--- src/rtl/byte_serial_add_32b.sv ---
// byte_serial_add_32b: multi-cycle add/subtract that walks an 8-bit carry-lookahead slice
// over the operands LSB byte first, chaining the slice carry between cycles.
module carry_lookahead_8b (
   input  logic [7:0] reg_a,
   input  logic [7:0] reg_b,
   input  logic       carryin,
   output logic [7:0] sum,
   output logic       carry_out
);
   logic [7:0] g, p;
   logic [8:0] c;
   function automatic logic [7:0] low_mask(input int n);
      return 8'((9'd1 << n) - 9'd1);
   endfunction
   assign g = reg_a & reg_b;
   assign p = reg_a ^ reg_b;
   // Each carry is a flat sum of generate terms propagated through the bits above them.
   always_comb begin
      c = '0;
      c[0] = carryin;
      for (int i = 0; i < 8; i++) begin
         c[i + 1] = carryin & (&(p | ~low_mask(i + 1)));
         for (int j = 0; j <= i; j++)
            c[i + 1] = c[i + 1] | (g[j] & (&(p | ~(low_mask(i + 1) & ~low_mask(j + 1)))));
      end
   end
   assign sum = p ^ c[7:0];
   assign carry_out = c[8];
endmodule

module byte_serial_add_32b #(
   parameter int WIDTH = 32
) (
   input  logic             clk,
   input  logic             reset,
   input  logic             start,
   input  logic             sub,
   input  logic [WIDTH-1:0] op_a,
   input  logic [WIDTH-1:0] op_b,
   output logic             ready,
   output logic             busy,
   output logic             done,
   output logic [WIDTH-1:0] result,
   output logic             carry_out,
   output logic             overflow,
   output logic             zero
);
   localparam int NSLICE = WIDTH / 8;
   localparam int CW = NSLICE > 1 ? $clog2(NSLICE) : 1;
   localparam logic [CW-1:0] LAST = CW'(NSLICE - 1);
   typedef enum logic [1:0] {IDLE, RUN, DONE} state_t;
   state_t state;
   logic [CW-1:0] cnt;
   logic [WIDTH-1:0] a_r, b_r, next_result;
   logic cin_r, accept, s_co;
   logic [7:0] s_a, s_b, s_sum;
   assign accept = start & ready;
   assign s_a = a_r[cnt*8 +: 8];
   assign s_b = b_r[cnt*8 +: 8];
   carry_lookahead_8b u_cla (
      .reg_a(s_a),
      .reg_b(s_b),
      .carryin(cin_r),
      .sum(s_sum),
      .carry_out(s_co)
   );
   always_comb begin
      next_result = result;
      next_result[cnt*8 +: 8] = s_sum;
   end
   always_ff @(posedge clk or posedge reset) begin
      if (reset) begin
         state <= IDLE;
         cnt <= '0;
         a_r <= '0;
         b_r <= '0;
         cin_r <= 1'b0;
         ready <= 1'b1;
         busy <= 1'b0;
         done <= 1'b0;
         result <= '0;
         carry_out <= 1'b0;
         overflow <= 1'b0;
         zero <= 1'b0;
      end else if (accept) begin
         state <= RUN;
         cnt <= '0;
         a_r <= op_a;
         b_r <= sub ? ~op_b : op_b;
         cin_r <= sub;
         ready <= 1'b0;
         busy <= 1'b1;
         done <= 1'b0;
         result <= '0;
      end else begin
         case (state)
            RUN: begin
               result <= next_result;
               cin_r <= s_co;
               cnt <= cnt + 1'b1;
               if (cnt == LAST) begin
                  state <= DONE;
                  ready <= 1'b1;
                  busy <= 1'b0;
                  done <= 1'b1;
                  carry_out <= s_co;
                  overflow <= (a_r[WIDTH-1] == b_r[WIDTH-1]) & (s_sum[7] != a_r[WIDTH-1]);
                  zero <= ~|next_result;
               end
            end
            DONE: begin
               state <= IDLE;
               done <= 1'b0;
            end
            default: ;
         endcase
      end
   end
endmodule

--- config.mk ---
export PLATFORM = sky130hd
export DESIGN_NAME = byte_serial_add_32b
export DESIGN_NICKNAME = d
export VERILOG_FILES = /design/src/rtl/byte_serial_add_32b.sv
export SDC_FILE = /design/constraint.sdc
export NUM_CORES = 1
export LEC_CHECK = 0
export BUFFER_PORTS_ARGS = -buffer_cell sky130_fd_sc_hd__buf_4
export CORE_MARGIN = 2
export CORE_UTILIZATION = 35
export DETAILED_ROUTE_END_ITERATION = 10
export PLACE_DENSITY = 0.55
export SETUP_SLACK_MARGIN = 0.3
export SLEW_MARGIN = 20
export SYNTH_ARGS = -nofsm -noshare
export SYNTH_HDL_FRONTEND = slang
export SYNTH_SLANG_ARGS = --single-unit
--- constraint.sdc ---
create_clock -name clk -period 4.5 [get_ports clk]
set_clock_uncertainty 0.05 [all_clocks]
set_input_delay 0.225 -clock clk [delete_from_list [all_inputs] [get_ports clk]]
set_output_delay 0.225 -clock clk [all_outputs]
set_load 0.01 [all_outputs]
Yosys cells after proc, flatten, opt, wreduce, memory -nomap -nowiden:

Cells that the tools add are included.

* bitwise operators: 79
* mux-type cells: 19
* equality and inequality tests: 6
* reduce and logical (&&, ||, !) cells: 36
* shift operators: 4
* $add $sub $neg: 2

Operators with widths (number)
* 2-to-1 mux 32 bit: 3
* variable part select 32 x 6 -> 8 bit: 2
* bitwise AND 1 bit: 38
* bitwise OR 1 bit: 36
* negation 5 -> 34 bit: 1
* variable shift 8 x 34 -> 32 bit, first input constant: 1
* variable part select 8 x 34 -> 32 bit: 1
* bitwise mux 32 bit: 1
* NOT 32 bit: 1
* OR reduction 32 bit: 1
* AND reduction 3 bit: 7
* AND reduction 4 bit: 5
* AND reduction 5 bit: 4
* AND reduction 2 bit: 9
* AND reduction 6 bit: 3
* bitwise XOR 8 bit: 2
* AND reduction 7 bit: 2
* 2-to-1 mux 1 bit: 9
* bitwise AND 8 bit: 1
* 2-to-1 mux 2 bit: 4
* AND reduction 8 bit: 1
* == test 2 bit, second input constant: 2
* one-hot mux 2 bit (2 select lines): 1
* nonzero test 2 bit: 2
* other kinds (9): 9

* register bits after elaboration: 107
* bits of input ports: 68

Logic depth before layout (Yosys ltp):

Gate-level depths: netlist of run 1.

* word-level depth: 16
* mapped depth: 11
* gate-level depth less buffers: 9

Modules after synthesis:

A second synthesis of run 1 with hierarchy kept.

* cell total of the unflattened synthesis: 509
* area, all modules: 5226.3 µm²

By module, submodules not included
* byte_serial_add_32b: cells each 475, seq. area each 2653.8 µm², times used 1, area an instance 4909.7 µm²
* carry_lookahead_8b: cells each 34, seq. area each 0.0 µm², times used 1, area an instance 316.6 µm²

Worst setup path before layout of run 1:

Ideal clock, no wire load.

* path type: register to register
* start: register cnt[0]
* end: register overflow
* clock period less this slack: 3257 ps
* path buffers: 3
* stages on the path, launching flop included: 12
* slack: 1243 ps
* data required time: 4368 ps
* arrival time: 3125 ps
* cells stage by stage: dfrtp_1 buf_2 buf_2 mux4_2 ha_1 buf_6 a31oi_1 a211oi_2 o21ai_2 a21oi_2 or4_1 a31oi_1

* longest elaborated chain between the ends: 14
* elaborated cells on any way between the ends: 29
* those cells by class: 2 x eq/ne; 2 x shift; 18 x bitwise; 7 x reduce/logical

RTL lines
* from (decl): line 53 `logic [CW-1:0] cnt;`
* from (signal assigned): line 100 `cnt <= cnt + 1'b1;`
* variable part select 32 x 6 -> 8 bit, on equally long branches: line 58, 59
* bitwise XOR 8 bit: line 16 `assign p = reg_a ^ reg_b;`
* AND reduction 7 bit or AND reduction 6 bit (tied branches): line 22, 24
* bitwise AND 1 bit, on equally long branches: line 22, 24
* bitwise OR 1 bit (7 in series): line 24 `c[i + 1] = c[i + 1] | (g[j] & (&(p | ~(low_mask(i + 1) & ~low_mask(j + 1)))));`
* bitwise XOR 8 bit: line 27 `assign sum = p ^ c[7:0];`
* != test 1 bit: line 107 `overflow <= (a_r[WIDTH-1] == b_r[WIDTH-1]) & (s_sum[7] != a_r[WIDTH-1]);`
* bitwise AND 1 bit: line 107
* to (signal assigned): line 107
* to (decl): line 45 `output logic overflow,`

Several ways; a longest one is shown, not always the timed one.
A chain may end at the register's enable or synchronous reset.

Worst setup path after layout of run 1:

Ends and elaborated chain as after synthesis.

==> impl_metrics.tcl, run 1 <==
set metrics [dict create \
    result_of_the_run "finished clean" \
    yosys.cell_types.count 47 \
    synth_sequential_area_ratio_pct 50.34 \
    crit-reg2reg-capture "overflow$_DFFE_PP0P_" \
    critical_path.most_common_cell "a31oi_1" \
    power.density_cell_area_mw_per_mm2 809.5 \
    root_buffer "clkbuf_16" \
    clock_tree.buffer_depth 2 \
    antenna_cells_inserted 0 \
    prevailing_post_synth_register_cell "dfrtp_1" \
    final_hold_vios 0 \
    die_y_um 126.7 \
    initial_utilization_pct 36.00 \
    synth-edff-count 0 \
    yosys-top-cells-area "dfrtp_1 (50%), nand2_1 (10%), mux4_2 (6.8%)" \
    reg2reg_setup_slack_ns 1.32 \
    worst-path-max-fanout 23 \
    yosys.area_share.adder_pct 3.703 \
    yosysWarnings 0 \
    routed-via-count 4171 \
    drt-pass1-iter-count 4 \
    maximum_number_of_pins_on_one_net_before_global_route_repair 100 \
    max_freq_ghz 0.3144 \
    full_die_area_sq_mm 0.01606 \
    period_needed_ns 3.181 \
    wire_length_of_the_first_global_routing_pass_um 21830 \
    detail_route.iter0.violations 194 \
    synth-xor-area-share_pct 6.148 \
    synthesis.instances 527 \
    crit_type "register to register" \
    critPathLaunch "cnt[0]$_DFFE_PP0P_" \
    crit_path_top_delay_cell "mux4_2" \
    power.ir.vdd_worst_mv 0.2895 \
    drt.antenna.violating_nets 0 \
    post_synth_mux_area_share_pct 7.026 \
    layout.core_utilization_pct 45.15 \
    synthesis.nets 610 \
    via_count_of_the_first_global_routing_pass 4144 \
    total_number_of_nets_in_the_final_design 714 \
    postRouteWirelength_um 13450 \
    instance_count_along_the_most_critical_hold_path 3 \
    synthToLayoutAreaGrowth_pct 25.42 \
    hold_class "primary input to register" \
    ys_seq_elements 106 \
    combined_global_route_utilization_of_all_metal_layers_pct 17.32 \
    required_time_of_the_critical_path_ns 4.72 \
    floorplan.io_pins 106 \
    cts_sinks 106 \
    cp-start-kind "register" \
    whs_endpoint "a_r[21]$_DFFE_PP0P_" \
    overall_die_width_um 126.7 \
    post_drt_via_cell_ratio 5.087 \
    maxCapViolations 0 \
    worst_slew_margin_rel_pct 38.99 \
    place.gp.congestion 0.8108 \
    p_leak_nw 3.170 \
    largest_incremental_delay_on_the_critical_path_ns 0.55 \
    dominant_combinational_cell_family_by_area_after_synthesis "simple AND/OR/NAND/NOR gates" \
    number_of_filler_instances_in_the_final_layout 1427 \
    cp.arrival_ns 3.40 \
    mappedNetlistArea_sq_mm 0.005271 \
    globalRouteOverflowTotal 0 \
    grt_antenna_before_repair 0 \
    cts.repair.resized 0 \
    cts_made_buffers 9 \
    worst_r2r_path_depth 9 \
    floorplan.rows 44 \
    tritoncts "done" \
    clkLatencyLatePin_ns 0.36 \
    cp_cell_sequence "buf_4 > mux4_2 > ha_1 > a31oi_1 > a211oi_2 > o21ai_2 > a21oi_2 > or4_1 > a31oi_1" \
    final-setup-viol-count 0 \
    most_frequent_cells_in_the_layout "nand2_1 (146), buf_4 (112), dfrtp_1 (105)" \
    synth-compound-area-share_pct 13.32 \
    mostFrequentLayoutCell "nand2_1" \
    syn_avg_cell_area_sq_um 10.00 \
    yosysTopAreaCellShare_pct 49.85 \
    synth_simple_gate_area_share_pct 16.40 \
    holdCritStartpoint "op_a[21]" \
    placement.io_buffers 105 \
    drive_above_1_share_pct 23.90 \
    post-cts-setup-buffer-count 0 \
    totalPowerFinal_mw 5.352 \
    worst_r2r_startpoint "cnt[0]$_DFFE_PP0P_" \
    max_slew.worst_pin.slew_ns 0.9081 \
    fin_crit_sh_pct 70.68 \
    timing.final.max_slew_violations 0 \
    clkSlewWorstSetupHoldPaths_ns 0.07 \
    rsz_0062_raised_after_global_routing "no" \
    synth_area_leader_cell "dfrtp_1" \
    drc_errors 0 \
    synth_async_sr_flop_share_pct 100.0 \
    dp_hpwl_um 10040 \
    htree_levels 3 \
    final.setup.tns_ns 0 \
    critical_path.endpoint_type "register" \
    post_drt_wl_per_cell_um 16.40 \
    design.core.area_sq_mm 0.01464 \
]
how the worst max path moves through the flow:
stage | end | cells past startpoint
after floorplan | overflow$_DFFE_PP0P_ | 11
after global placement | result[5]$_DFFE_PP0P_ | 9
after detailed placement | overflow$_DFFE_PP0P_ | 9
after CTS | overflow$_DFFE_PP0P_ | 9
after global routing | result[5]$_DFFE_PP0P_ | 9
final | overflow$_DFFE_PP0P_ | 9
cells in the mapped netlist, types with 2 or more instances:
| library cell | instances |
|---|---|
| nand4b_1 | 2 |
| nand3_1 | 4 |
| nor3_1 | 3 |
| and3_1 | 2 |
| and2_1 | 2 |
| a21oi_1 | 16 |
| nor2_1 | 29 |
| nand4_1 | 2 |
| nor4_1 | 9 |
| a22o_1 | 26 |
| inv_1 | 13 |
| dfrtp_1 | 105 |
| o211ai_1 | 2 |
| or4_1 | 2 |
| a211oi_1 | 2 |
| o21ai_0 | 45 |
| clkbuf_1 | 18 |
| buf_2 | 5 |
| mux4_2 | 16 |
| a31oi_1 | 3 |
| nand2_1 | 147 |
| ha_1 | 14 |
| xnor2_1 | 36 |
critical path, delay by kind of cell (launching register included):
family | cells | cell delay, ns
buf+inv | 1 | 0.35
fa+ha+maj | 1 | 0.43
flops | 1 | 0.32
simple gates | 1 | 0.47
mux | 1 | 0.55
compound gates | 5 | 0.91
per-stage QoR:
stage | std cells | worst slack [ns] | hold slack, ns | cell area (sq um)
2_1_floorplan | 527 | 1.243 | 0.2380 | 5271
5_1_grt | 820 | 1.058 | 0.006115 | 6611
3_5_place_dp | 797 | 1.293 | 0.3588 | 6235
3_3_place_gp | 797 | 1.369 | 0.3520 | 6235
4_1_cts | 820 | 1.292 | 0.00007117 | 6611
6_report | 820 | 1.319 | 0.007420 | 6611
kinds of logic (layout without fill, tap and decap cells):
family,Yosys count,count (layout)
adder cells (fa/ha/maj),15,15
AO/OA/AOI/OAI,106,106
XOR/XNOR,37,37
buffers and inverters,39,148
multiplexers,17,17
AND/OR/NAND/NOR,207,207
flip-flops,106,106
power by group:
part	total (mW)	switching (mW)	internal [mW]
logic	2.86	1.64	1.21
registers	1.68	0.316	1.36
clock network	0.815	0.351	0.465
total	5.35	2.31	3.04
layer usage:
metal,global-route usage (%),part of all wire (%),vias up
li1,-,-,2016
met1,24.82,48,2036
met2,26.17,46,103
met3,3.416,4.2,16
met4,6.464,1.9,0
met5,0,0,-
registers in the layout, indices dropped and copies added (netlist names):
signal	count
a_r	32
b_r	32
busy	1
carry_out	1
cin_r	1
cnt	2
done	1
overflow	1
ready	1
result	32
state	1
zero	1
repair_timing:
action                                 CTS  global route
endpoints found under the hold margin   61             0
hold buffers                             7             0
setup endpoints to repair                0             0
layout make-up:
cell class,instances,area (sq um),area share [%]
Multi-Input combinational cell,382,2459,37.19
Timing Repair Buffer,119,910.9,13.78
Tap cell,184,230.2,3.482
Clock buffer,13,260.3,3.936
Sequential cell,106,2654,40.14
Inverter,13,51.30,0.7759
Clock inverter,3,46.29,0.7002
Power figures use the tool's default switching activity.
==> run 2: changes to the inputs <==
Settings changed: PLACE_DENSITY 0.55 to 0.57.
Clock period 4.5 ns to 2.8 ns, I/O delays scaled along.
==> impl_metrics.tcl, run 2 (synthesis gave the netlist of run 1 again) <==
set metrics [dict create \
    via_count_of_the_first_global_routing_pass 4654 \
    worst-path-max-fanout 6 \
    detail_route.iter0.violations 311 \
    routed-via-count 4403 \
    critical_path.endpoint_type "register" \
    htree_levels 3 \
    number_of_filler_instances_in_the_final_layout 1352 \
    fin_crit_sh_pct 101.0 \
    drt-pass1-iter-count 5 \
    design.core.area_sq_mm 0.01464 \
    drive_above_1_share_pct 30.35 \
    synthToLayoutAreaGrowth_pct 40.75 \
    floorplan.rows 44 \
    globalRouteOverflowTotal 0 \
    final.setup.tns_ns -0.02785 \
    drt.antenna.violating_nets 0 \
    post-route-worst-setup-slack_ns -0.02785 \
    root_buffer "clkbuf_16" \
    rsz_0062_raised_after_global_routing "yes" \
    crit_type "register to register" \
    power_switching_mw 4.327 \
    comb_power_share_pct 60.6 \
    share_seq_of_total_power_pct 25.7 \
    violations "setup timing" \
    tritoncts "done" \
    worst_slew_margin_rel_pct 52.14 \
    floorplan.io_pins 106 \
    post_drt_wl_per_cell_um 16.77 \
    internal_power_mw 6.106 \
    reg2reg_setup_slack_ns -0.03 \
    clock_tree.buffer_depth 2 \
    placement.io_buffers 105 \
    final-setup-viol-count 1 \
    dp_hpwl_um 10810 \
    place.gp.congestion 0.9027 \
    postRouteWirelength_um 14690 \
    final_hold_vios 0 \
    period_needed_ns 2.828 \
    max_slew.worst_pin.slew_ns 0.7179 \
    total_number_of_nets_in_the_final_design 770 \
    hold_class "primary input to register" \
    p_leak_nw 3.494 \
    result_of_the_run "finished, violations left" \
    clkSlewWorstSetupHoldPaths_ns 0.07 \
    die_y_um 126.7 \
    grt_antenna_before_repair 0 \
    cp.arrival_ns 3.05 \
    cp-start-kind "register" \
    worst_hold_slack_ns 0.01283 \
    max_freq_ghz 0.3536 \
    biggest_regs "a_r (32), b_r (32), result (32)" \
    timing.final.max_slew_violations 0 \
    share_clk_of_total_power_pct 13.6 \
    sw_frac_of_total_pct 41.47 \
    clkLatencyLatePin_ns 0.36 \
    drc_errors 0 \
    cts_sinks 106 \
    cts_made_buffers 9 \
    overall_die_width_um 126.7 \
    initial_utilization_pct 36.00 \
    post_drt_via_cell_ratio 5.026 \
    full_die_area_sq_mm 0.01606 \
    maximum_number_of_pins_on_one_net_before_global_route_repair 89 \
    power.ir.vdd_worst_mv 0.4874 \
    most_frequent_cells_in_the_layout "nand2_1 (145), buf_4 (131), dfrtp_1 (104)" \
    power.density_cell_area_mw_per_mm2 1406 \
    antenna_cells_inserted 0 \
    mostFrequentLayoutCell "nand2_1" \
    combined_global_route_utilization_of_all_metal_layers_pct 18.97 \
    wire_length_of_the_first_global_routing_pass_um 23920 \
    required_time_of_the_critical_path_ns 3.02 \
    maxCapViolations 0 \
]
[run 2: cell count changes in the layout (fill, tap and decap cells not counted), moves of 3 or more]
cell           before  now
nor2_1             29   26
a21oi_1            16   12
ha_1               14    8
dlygate4sd3_1       7   34
buf_6               0    6
ha_4                0    6
buf_4             112  131
buf_12              0    3
[run 2: power groups by stage]
stage	logic (mW)	clock network [mW]	registers, mW
floorplan	3.28	0	2.62
detailed placement	5.40	0	2.71
CTS	6.09	1.45	2.69
global route	6.91	1.51	2.77
global placement	5.30	0	2.70
finish	6.33	1.42	2.68
[run 2: metrics by stage]
step	setup WS [ns]	instances	instance area, sq um	power, mW	util (%)
5_1_grt	-0.1433	876	7420	11.18	50.67
2_1_floorplan	-0.1693	527	5321	5.906	-
6_report	-0.02785	876	7420	10.43	50.67
4_1_cts	-0.03759	874	7337	10.23	50.10
3_3_place_gp	-0.1301	821	6482	8.009	44.27
3_5_place_dp	-0.1428	821	6482	8.112	44.27
[run 2: area by class of cell]
type	count	area, sq um	share of cell area [%]
clock buffer	10	239.0	3.221
clock inverter	6	96.34	1.298
inverter	13	52.55	0.7083
multi-input combinational	382	2670	35.99
sequential	106	2655	35.78
tap	184	230.2	3.103
timing repair buffer	175	1476	19.90
[run 2: timing repair]
item	4_1_cts	5_1_grt
pin swaps	2	6
buffers inserted	3	1
gates cloned	0	1
endpoints found under the hold margin	60	0
setup endpoints to repair	28	29
hold buffers	34	0
resized for setup	28	11
[run 2: critical path, cell delays in order, from the launching register on]
cell      delay (ns)
dfrtp_2         0.43
buf_12          0.14
mux4_2          0.54
ha_4            0.33
a31oi_4         0.08
a211oi_2        0.30
o21ai_2         0.11
and3_4          0.20
or4_1           0.40
a31oi_1         0.15
[run 2: final timing paths]
kind                                          start                endpoint  cells after the start
worst max-delay path             cnt[0]$_DFFE_PP0P_    overflow$_DFFE_PP0P_                      9
worst min-delay path                        op_b[5]      b_r[5]$_DFFE_PP0P_                      3
worst max register to register   cnt[0]$_DFFE_PP0P_    overflow$_DFFE_PP0P_                      9
worst min register to register  b_r[30]$_DFFE_PP0P_     b_r[30]$_DFFE_PP0P_                      2
max in group asynchronous                     reset     b_r[27]$_DFFE_PP0P_                      5
min in group asynchronous                     reset  result[19]$_DFFE_PP0P_                      3
[run 2: per-layer routing]
| metal | vias up | GRT usage [%] | share of wire (%) | wire length (um) |
|---|---|---|---|---|
| met5 | - | 0 | 0 | 0 |
| met4 | 0 | 3.814 | 0.79 | 116 |
| met3 | 8 | 4.597 | 4.8 | 710 |
| met2 | 133 | 33.23 | 51 | 7490 |
| met1 | 2123 | 24.09 | 43 | 6374 |
| li1 | 2139 | - | - | - |
==> run 3: changes to the inputs <==
Settings changed: PLACE_DENSITY 0.57 to 0.55.
Clock period 2.8 ns to 3.45 ns, I/O delays scaled along.
==> impl_metrics.tcl, run 3 (synthesis gave the netlist of run 1 again) <==
set metrics [dict create \
    result_of_the_run "finished clean" \
    clkLatencyLatePin_ns 0.35 \
    clkSlewWorstSetupHoldPaths_ns 0.07 \
    tritoncts "done" \
    cp_cell_sequence "buf_4 > mux4_2 > ha_1 > a311oi_4 > nor3_2 > o21ai_2 > a21oi_2 > or4_1 > a31oi_1" \
    timing.final.max_slew_violations 0 \
    rsz_0062_raised_after_global_routing "yes" \
    overall_die_width_um 126.7 \
    largest_incremental_delay_on_the_critical_path_ns 0.56 \
    p_leak_nw 3.272 \
    total_number_of_nets_in_the_final_design 740 \
    post_drt_via_cell_ratio 4.908 \
    full_die_area_sq_mm 0.01606 \
    maximum_number_of_pins_on_one_net_before_global_route_repair 99 \
    power.density_cell_area_mw_per_mm2 1023 \
    number_of_filler_instances_in_the_final_layout 1416 \
    post_drt_wl_per_cell_um 15.86 \
    htree_levels 3 \
    clock_tree.buffer_depth 2 \
    cts_made_buffers 9 \
    place.gp.congestion 0.8692 \
    synthToLayoutAreaGrowth_pct 30.24 \
    dp_cells 799 \
    worst_r2r_path_depth 9 \
    cp.arrival_ns 3.24 \
    routed-via-count 4152 \
    via_count_of_the_first_global_routing_pass 4252 \
    layout.core_utilization_pct 46.88 \
    crit_type "register to register" \
    detail_route.iter0.violations 187 \
    postRouteWirelength_um 13420 \
    die_y_um 126.7 \
    globalRouteOverflowTotal 0 \
    floorplan.rows 44 \
    wire_length_of_the_first_global_routing_pass_um 22090 \
    floorplan.io_pins 106 \
    max_slew.worst_pin.slew_ns 0.8412 \
    combined_global_route_utilization_of_all_metal_layers_pct 17.48 \
    drive_above_1_share_pct 23.56 \
    maxCapViolations 0 \
    grt_antenna_before_repair 0 \
    crit_path_top_delay_cell "mux4_2" \
    post-cts-setup-buffer-count 0 \
    cts_sinks 106 \
    setup_ws_pre_cts_ns 0.4185 \
    fin_cells 846 \
    cp-start-kind "register" \
    dp_hpwl_um 10020 \
    final.setup.tns_ns 0 \
    final-setup-viol-count 0 \
    critical_path.endpoint_type "register" \
    final_hold_vios 0 \
    placement.io_buffers 105 \
    most_frequent_cells_in_the_layout "nand2_1 (146), buf_4 (113), dfrtp_1 (105)" \
    period_needed_ns 3.019 \
    design.core.area_sq_mm 0.01464 \
    drc_errors 0 \
    required_time_of_the_critical_path_ns 3.67 \
    max_freq_ghz 0.3312 \
    mostFrequentLayoutCell "nand2_1" \
    post-route-worst-setup-slack_ns 0.4308 \
    drt.antenna.violating_nets 0 \
    power.ir.vdd_worst_mv 0.4479 \
    antenna_cells_inserted 0 \
    root_buffer "clkbuf_16" \
    initial_utilization_pct 36.00 \
    fin_crit_sh_pct 87.51 \
    hold_class "primary input to register" \
    instance_count_along_the_most_critical_hold_path 3 \
    biggest_regs "a_r (32), b_r (32), result (32)" \
    worst-path-max-fanout 12 \
    worst_slew_margin_rel_pct 43.49 \
    drt-pass1-iter-count 4 \
]
==> run 3: changes by cell type in the layout (fill, tap and decap cells not counted), sizes merged <==
| cell | before | now |
|---|---|---|
| buf | 140 | 114 |
| clkinv | 0 | 2 |
| bufinv | 2 | 1 |
| dlygate4sd3 | 34 | 31 |
| inv | 15 | 13 |
==> run 3: metal layers <==
metal | track usage, % | vias up | part of all wire (%) | wire, um
met5 | 0 | - | 0 | 0
met4 | 6.076 | 0 | 1.7 | 223
met3 | 3.838 | 14 | 5.5 | 743
met2 | 28.24 | 115 | 46 | 6192
met1 | 23.42 | 1951 | 47 | 6256
li1 | - | 2072 | - | -
==> run 3: final timing paths <==
path                                          start                endpoint  slack, ns
worst max register to register   cnt[0]$_DFFE_PP0P_    overflow$_DFFE_PP0P_       0.43
worst min-delay path                        op_a[7]      a_r[7]$_DFFE_PP0P_       0.01
worst max-delay path             cnt[0]$_DFFE_PP0P_    overflow$_DFFE_PP0P_       0.43
worst min register to register  a_r[29]$_DFFE_PP0P_     a_r[29]$_DFFE_PP0P_       0.43
min in group asynchronous                     reset  result[20]$_DFFE_PP0P_       0.44
max in group asynchronous                     reset     a_r[15]$_DFFE_PP0P_       2.20
==> run 3: cell type report <==
cell class | count | area [sq um] | share of cell area (%)
Inverter | 13 | 51.30 | 0.7472
Tap cell | 184 | 230.2 | 3.353
Multi-Input combinational cell | 382 | 2464 | 35.88
Sequential cell | 106 | 2654 | 38.66
Clock inverter | 5 | 55.05 | 0.8019
Timing Repair Buffer | 145 | 1179 | 17.17
Clock buffer | 11 | 232.7 | 3.390
==> run 3: where the power goes <==
part,internal (mW),switching [mW],leakage [nW]
Combinational,1.66,2.22,1.76
Sequential,1.78,0.359,1.38
Clock,0.561,0.445,0.136
==> run 3: worst max-delay path: cells and delay by family (launching register included) <==
family                     cells  cell delay [ns]
DFF                            1             0.35
muxes                          1             0.56
adders and majority gates      1             0.37
AOI/OAI and AO/OA              4             0.79
buffers and inverters          1             0.25
and+or+nand+nor                2             0.57
==> run 3: stage by stage <==
| stage | power (mW) | instance area, sq um | hold slack [ns] |
|---|---|---|---|
| finish | 7.025 | 6865 | 0.01084 |
| detailed placement | 5.995 | 6262 | 0.2707 |
| floorplan | 4.687 | 5276 | 0.1855 |
| global route | 7.574 | 6865 | 0.01031 |
| global placement | 5.920 | 6262 | 0.2651 |
| CTS | 7.043 | 6860 | 0.004286 |
==> run 3: what timing repair did <==
item | 4_1_cts | 5_1_grt
hold buffers | 31 | 0
resized for setup | 0 | 2
endpoints found under the setup margin | 0 | 14
endpoints found under the hold margin | 81 | 0
